--- src/rtl/sm_accum_sequencer.sv ---
// Burst accumulator that time-shares one external sign-magnitude adder.
// Saturates on magnitude wrap and never stores negative zero.
module sm_accum_sequencer #(
  parameter int WIDTH     = 31,
  parameter int MAX_TERMS = 8,
  parameter int CNT_W     = $clog2(MAX_TERMS + 1)
) (
  input  logic             clk,
  input  logic             rst,
  input  logic             start,
  input  logic [CNT_W-1:0] num_terms,
  input  logic             term_valid,
  output logic             term_ready,
  input  logic [WIDTH:0]   term,
  output logic [WIDTH:0]   add_a,
  output logic [WIDTH:0]   add_b,
  input  logic [WIDTH:0]   add_result,
  output logic             busy,
  output logic             done,
  output logic [WIDTH:0]   sum,
  output logic             overflow
);

  typedef enum logic [1:0] {
    S_IDLE  = 2'd0,
    S_ACCUM = 2'd1,
    S_DONE  = 2'd2
  } state_e;

  localparam logic [CNT_W-1:0] MAX_N = CNT_W'(MAX_TERMS);
  localparam logic [CNT_W-1:0] ONE_N = CNT_W'(1);

  state_e           state_q, state_d;
  logic [WIDTH:0]   acc_q, acc_d;
  logic [WIDTH:0]   sum_q, sum_d;
  logic [CNT_W-1:0] cnt_q, cnt_d;
  logic [CNT_W-1:0] n_q, n_d;
  logic             ovf_q, ovf_d;
  logic             done_q, done_d;
  logic             busy_q, busy_d;
  logic             ready_q, ready_d;
  logic [WIDTH:0]   fixed_s;
  logic             wrap_s;

  // Like-signed operands whose sum magnitude shrank means the adder wrapped.
  function automatic logic ovf_detect(input logic a_sign, input logic b_sign,
                                      input logic [WIDTH-1:0] a_mag,
                                      input logic [WIDTH-1:0] r_mag);
    return (a_sign == b_sign) && (r_mag < a_mag);
  endfunction

  function automatic logic [WIDTH:0] fix_word(input logic [WIDTH:0] a,
                                              input logic [WIDTH:0] b,
                                              input logic [WIDTH:0] r);
    logic [WIDTH:0] res;
    if (ovf_detect(a[WIDTH], b[WIDTH], a[WIDTH-1:0], r[WIDTH-1:0])) begin
      res = {a[WIDTH], {WIDTH{1'b1}}};
    end else if (r[WIDTH-1:0] == {WIDTH{1'b0}}) begin
      res = {(WIDTH+1){1'b0}};
    end else begin
      res = r;
    end
    return res;
  endfunction

  // Next-state, datapath and adder operand selection.
  always_comb begin
    state_d = state_q;
    acc_d   = acc_q;
    sum_d   = sum_q;
    cnt_d   = cnt_q;
    n_d     = n_q;
    ovf_d   = ovf_q;
    add_a   = {(WIDTH+1){1'b0}};
    add_b   = {(WIDTH+1){1'b0}};
    fixed_s = {(WIDTH+1){1'b0}};
    wrap_s  = 1'b0;

    case (state_q)
      S_IDLE: begin
        if (start) begin
          n_d   = (num_terms > MAX_N) ? MAX_N : num_terms;
          acc_d = {(WIDTH+1){1'b0}};
          cnt_d = {CNT_W{1'b0}};
          ovf_d = 1'b0;
          if (n_d == {CNT_W{1'b0}}) begin
            state_d = S_DONE;
            sum_d   = {(WIDTH+1){1'b0}};
          end else begin
            state_d = S_ACCUM;
          end
        end else begin
          state_d = S_IDLE;
        end
      end
      S_ACCUM: begin
        add_a   = acc_q;
        add_b   = term;
        fixed_s = fix_word(add_a, add_b, add_result);
        wrap_s  = ovf_detect(add_a[WIDTH], add_b[WIDTH], add_a[WIDTH-1:0],
                             add_result[WIDTH-1:0]);
        if (term_valid && ready_q) begin
          acc_d = fixed_s;
          cnt_d = cnt_q + ONE_N;
          if (wrap_s) begin
            ovf_d = 1'b1;
          end else begin
            ovf_d = ovf_q;
          end
          if (cnt_q == (n_q - ONE_N)) begin
            state_d = S_DONE;
            sum_d   = fixed_s;
          end else begin
            state_d = S_ACCUM;
          end
        end else begin
          state_d = S_ACCUM;
        end
      end
      S_DONE: begin
        state_d = S_IDLE;
      end
      default: begin
        state_d = S_IDLE;
      end
    endcase

    done_d  = (state_d == S_DONE);
    busy_d  = (state_d != S_IDLE);
    ready_d = (state_d == S_ACCUM);
  end

  // State and output registers with synchronous reset.
  always_ff @(posedge clk) begin
    if (rst) begin
      state_q <= S_IDLE;
      acc_q   <= {(WIDTH+1){1'b0}};
      sum_q   <= {(WIDTH+1){1'b0}};
      cnt_q   <= {CNT_W{1'b0}};
      n_q     <= {CNT_W{1'b0}};
      ovf_q   <= 1'b0;
      done_q  <= 1'b0;
      busy_q  <= 1'b0;
      ready_q <= 1'b0;
    end else begin
      state_q <= state_d;
      acc_q   <= acc_d;
      sum_q   <= sum_d;
      cnt_q   <= cnt_d;
      n_q     <= n_d;
      ovf_q   <= ovf_d;
      done_q  <= done_d;
      busy_q  <= busy_d;
      ready_q <= ready_d;
    end
  end

  assign term_ready = ready_q;
  assign busy       = busy_q;
  assign done       = done_q;
  assign sum        = sum_q;
  assign overflow   = ovf_q;

endmodule
--- config.mk ---
export PLATFORM = sky130hd
export DESIGN_NAME = sm_accum_sequencer
export DESIGN_NICKNAME = d
export VERILOG_FILES = /design/src/rtl/sm_accum_sequencer.sv
export SDC_FILE = /design/constraint.sdc
export NUM_CORES = 1
export LEC_CHECK = 0
export BUFFER_PORTS_ARGS = -buffer_cell sky130_fd_sc_hd__buf_4
export CORE_AREA = 2 2 93 95
export CTS_CLUSTER_DIAMETER = 80
export CTS_CLUSTER_SIZE = 12
export DETAILED_ROUTE_END_ITERATION = 12
export DIE_AREA = 0 0 95 97
export PLACE_DENSITY = 0.81
export RECOVER_POWER = 50
export SLEW_MARGIN = 20
export SYNTH_ARGS = -nofsm -noshare
export SYNTH_HDL_FRONTEND = slang
export SYNTH_SLANG_ARGS = --single-unit
--- constraint.sdc ---
create_clock -name clk -period 4.15 [get_ports clk]
set_clock_uncertainty 0.15 [all_clocks]
set_input_delay 0 -clock clk [delete_from_list [all_inputs] [get_ports clk]]
set_output_delay 0 -clock clk [all_outputs]
set_load 0.01 [all_outputs]
# ---- Yosys cells after proc, flatten, opt, wreduce, memory -nomap -nowiden
# Cells that the tools add are included.
dict set report word_totals {
  register_bits 78
  input_bits 72
  output_inout_bits 100
  elab_cells 59
}
dict set report classes {
  n_addsub 2
  order_cmp 2
  eq_ne 10
  n_mux 25
  n_reduce_logical 11
}
# cell count
set op_table {}
lappend op_table {{two-way mux 32 bit} 10}
lappend op_table {{case mux 32 bit (2 select lines)} 2}
lappend op_table {{zero test 31 bit} 1}
lappend op_table {{less-than comparator 31 bit} 1}
lappend op_table {{two-way mux 4 bit} 3}
lappend op_table {{!= test 2 bit, second input constant} 5}
lappend op_table {{two-way mux 2 bit} 4}
lappend op_table {{case mux 4 bit (2 select lines)} 1}
lappend op_table {{AND reduction 5 bit} 1}
lappend op_table {{adder 4 x 1 -> 4 bit, second input constant} 1}
lappend op_table {{== test 2 x 1 -> 1 bit, second input constant} 2}
lappend op_table {{== test 4 bit} 1}
lappend op_table {{greater-than comparator 4 bit, second input constant} 1}
lappend op_table {{zero test 4 bit} 1}
lappend op_table {{case mux 2 bit (2 select lines)} 1}
lappend op_table {{AND reduction 4 bit} 1}
lappend op_table {{nonzero test 2 bit} 2}
lappend op_table {{subtractor 4 x 1 -> 4 bit, second input constant} 1}
lappend op_table {{two-way mux 1 bit} 3}
lappend op_table {{AND reduction 3 bit} 1}
lappend op_table {{== test 2 bit, second input constant} 1}
lappend op_table {{logical AND 1 bit} 2}
lappend op_table {{zero test 2 bit} 1}
lappend op_table {{case mux 1 bit (2 select lines)} 1}
lappend op_table {{other kinds (2)} 2}

# ---- Depth between registers and ports, before layout
dict set report logic_depth {
  ltp_word 7
  mapped_depth 10
  mapped_depth_nobuf 9
}

# ---- Least setup slack after synthesis
# No wires, ideal clock.
dict set report synth_path {
  kind {reg-to-reg}
  startpoint {reg acc_q[29]}
  endpoint {reg acc_q[24]}
  arrival_ns 1.934
  required_ns 3.863
  path_slack_ns 1.928
  path_stages_with_launch 11
  period_less_slack_ns 2.222
  cell_sequence {dfxtp_1 > inv_1 > ha_1 > nand4_1 > nor4_1 > a22oi_1 > o211ai_1 > a31oi_2 > buf_2 > nor2_1 > a211oi_1}
}
dict set report synth_between {
  elab_chain_len 5
}
# item line_no
set synth_rtl {}
lappend synth_rtl {{from (decl)} 34} ;# logic [WIDTH:0] acc_q, acc_d;
lappend synth_rtl {{from (signal assigned)} 137} ;# acc_q <= {(WIDTH+1){1'b0}};
lappend synth_rtl {{less-than comparator 31 bit} 49} ;# return (a_sign == b_sign) && (r_mag < a_mag);
lappend synth_rtl {{logical AND 1 bit} 49}
lappend synth_rtl {{two-way mux 32 bit} 56} ;# if (ovf_detect(a[WIDTH], b[WIDTH], a[WIDTH-1:0], r[WIDTH-1:0])) begin
lappend synth_rtl {{two-way mux 32 bit} 102} ;# if (term_valid && ready_q) begin
lappend synth_rtl {{case mux 32 bit (2 select lines)} 79} ;# case (state_q)
# No other way between the ends. The select of a mux whose other input is x is not followed.
# A chain may end at the register's enable or synchronous reset.

# ---- Final worst setup path
dict set report layout_path {
  startpoint {reg state_q[1]}
  endpoint {reg sum_q[18] (netlist: sum[18])}
}
dict set report layout_between {
  elab_chain_len 3
}
# item line_no
set layout_rtl {}
lappend layout_rtl {{from (decl)} 33} ;# state_e state_q, state_d;
lappend layout_rtl {{from (signal assigned)} 146} ;# state_q <= state_d;
lappend layout_rtl {{== test 2 x 1 -> 1 bit / zero test 2 bit (equally long branches)} 79}
lappend layout_rtl {{!= test 2 bit (no source line) / nonzero test 2 bit (equally long branches)} --}
lappend layout_rtl {{AND reduction 5 bit (no source line)} --}
lappend layout_rtl {{to (signal assigned)} 138} ;# sum_q <= {(WIDTH+1){1'b0}};
lappend layout_rtl {{to (signal assigned)} 148} ;# sum_q <= sum_d;
lappend layout_rtl {{to (decl)} 35} ;# logic [WIDTH:0] sum_q, sum_d;
# Several ways; a longest one is shown, not always the timed one.

==> impl_metrics.toml <==
[status]
outcome = "finished, violations left"
violations = "capacitance limit, slew limit"

[timing]
final_max_slew_viol_count = 33
setup_ws_ns = 1.063
finalCritPeriodShare_pct = 74.39
tns_ns = 0
tightest_slew_ns = 1.513
setup_violations = 0
fmax_mhz = 323.9
rsz0062_at_grt = "no"
final_hold_viol_count = 0
max_slew_margin_pct = -0.8563
fin_crit_ns = 3.087

[clock_tree]
htreeDepth = 3
insertion_delay_ns = 0.36
cts_buffers = 9
clk_path_buf_depth = 2
cts_resized = 0
cts_tree = "built"
numClockSinks = 78
clk_pin_slew_ns = 0.08
root_buffer = "clkbuf_8"

[job]
cap_violations = 1

[critical_path]
reg2reg_from = "state_q[1]$_SDFF_PP0_"
critPathLaunchType = "flop"
timing.rr.end = "sum[18]$_SDFFE_PP0P_"
crit_fanout = 32
cp.required_ns = 4.21
r2r_slack_ns = 1.06
reg2reg_depth = 4
end_kind = "flop"
critPathArrivalTime_ns = 3.14
path_class = "reg2reg"

[routing]
drc_errors = 0
drt-vias-per-instance = 5.450
ant_nets = 0
dr.pass1.iters = 4
wl_mm = 13.25
drtIter0Drc = 164
via_count = 4376
wl_per_cell_um = 16.50

[worst_hold_path]
min_to = "term_ready$_SDFF_PP0_"
hp-start = "start"
hold_path.class = "in2reg"
hold-path-cell-count = 4

[pwr]
internal_power_uw = 1219
p_leak_uw = 0.002346
switching_power_uw = 538.7
power_density_nw_per_um2 = 300.6
sequentialPowerShare_pct = 45.3
combPwrFrac_pct = 24.6
swShare_pct = 30.64
pwr-share-clk_pct = 30.1
vdd_drop_max_v = 0.0002240

[placement]
gp_congestion = 0.8886
portBuffers = 171
dp_hpwl_mm = 9.184
post-place-ws_ns = 1.173

[yosys]
synth_ff_type = "dfxtp_1"
ys_ff_latch = 78
synth_top_area_cell = "dfxtp_1"
synth.yosys.seq_area_share_pct = 37.49
syn_area_um2 = 4165
ys.warnings.count = 0
synth_common_cells = "nor2_1 (108), dfxtp_1 (78), and2_1 (35), inv_1 (34), a211oi_1 (33)"
synth_cell_types = 37
syn_area_per_cell_um2 = 8.501
synth_top_area_share_pct = 37.49
netlist_instances = 490
synth-edff-count = 0
synth.most_common_cell = "nor2_1"
yosys-top-cells-area = "dfxtp_1 (37%), nor2_1 (9.7%), ha_1 (9.6%)"
ys_async_sr_fraction_pct = 0
synth_nets = 594

[floorplan]
pin_count = 172
die-area_um2 = 9215
rows = 33
die_y_um = 97
initial_utilization_pct = 51.21
core_area_um2 = 8134
die_w_um = 95

[finish]
antenna_cells = 0
finalNetCount = 797
syn_to_final_growth_pct = 40.43
drive_above_1_share_pct = 20.49

[global_routing]
grtUsageMet2_pct = 49.92
grt_max_degree = 68
grtUsageMet3_pct = 3.894
grt.total_usage_pct = 28.16
antenna_found_initial = 0
grt_overflow_total = 0
gr-max-usage-layer = "met2"
met1_usage_pct = 31.58
grt_pass1_wl_mm = 20.25
grt_pass1_vias = 4235
how the worst max path moves through the flow:
stage                                 from                     end  depth (start not counted)
floorplan           acc_q[29]$_SDFFE_PP0P_  acc_q[24]$_SDFFE_PP0P_                         10
global placement     acc_q[6]$_SDFFE_PP0P_    sum[31]$_SDFFE_PP0P_                          9
detailed placement   acc_q[2]$_SDFFE_PP0P_    sum[31]$_SDFFE_PP0P_                          9
CTS                  acc_q[6]$_SDFFE_PP0P_    sum[31]$_SDFFE_PP0P_                          9
global route        acc_q[29]$_SDFFE_PP0P_  acc_q[24]$_SDFFE_PP0P_                          9
finish               state_q[1]$_SDFF_PP0_    sum[18]$_SDFFE_PP0P_                          4
layer usage:
metal | part of all wire [%] | wire (um)
met1 | 38 | 5007
met2 | 51 | 6741
met3 | 7.3 | 970
met4 | 4.0 | 527
met5 | 0 | 0
repair_timing:
item	CTS	global route
buffers inserted	0	0
hold buffers	45	0
endpoints found under the hold margin	75	0
area by class of cell:
cell class,count,area [um2]
clock buffer,14,162.7
clock inverter,2,16.27
fill,677,2285
inverter,34,127.6
multi-input combinational,349,2354
sequential,78,1562
tap,105,131.4
timing repair buffer,221,1496
kinds of logic after synthesis:
family | Yosys count | synth area share (%)
AOI/OAI and AO/OA | 107 | 22.20
buffers and inverters | 63 | 6.428
adders and majority gates | 32 | 9.612
and+or+nand+nor | 202 | 22.41
DFF | 78 | 37.49
xor gates and xnor gates | 8 | 1.863
sequential cells by signal (all words and copies together), names as in the netlist:
register,flops
done,1
sum,32
state_q,2
term_ready,1
cnt_q,4
n_q,4
acc_q,32
overflow,1
busy,1
layout by cell type, fill, tap and decap left out, types with 24 or more instances in the layout:
master	count
buf_4	98
inv_1	34
dlygate4sd3_1	45
a211oi_1	33
clkbuf_1	79
ha_1	32
nor2_1	107
dfxtp_1	78
and2_1	24
a21oi_1	25
nand2_1	25
o2bb2ai_2	24
power groups by stage:
stage	Combinational, uW	Sequential, uW	Clock [uW]
6_report	433	797	529
5_1_grt	478	800	568
4_1_cts	441	796	532
3_5_place_dp	405	814	0
3_3_place_gp	393	812	0
2_1_floorplan	234	810	0
stage by stage:
stage                     hold WS [ns]  instance area (um2)  total power, uW  instances  utilization (%)
after global routing           0.09081                 5849             1846        803            71.91
after CTS                      0.01566                 6137             1769        803            75.45
after global placement          0.1290                 5508             1205        742            67.71
after floorplan               -0.08059                 4165             1044        490                -
after detailed placement        0.1321                 5508             1218        742            67.71
final                          0.05901                 5849             1758        803            71.91
worst max-delay path, cell delays in order, from the launching register on:
cell,delay [ns]
dfxtp_1,0.46
nand2b_1,0.14
clkbuf_1,1.09
or4_2,0.93
o2bb2ai_1,0.13
Note: power is estimated with default switching activity, not from simulation.
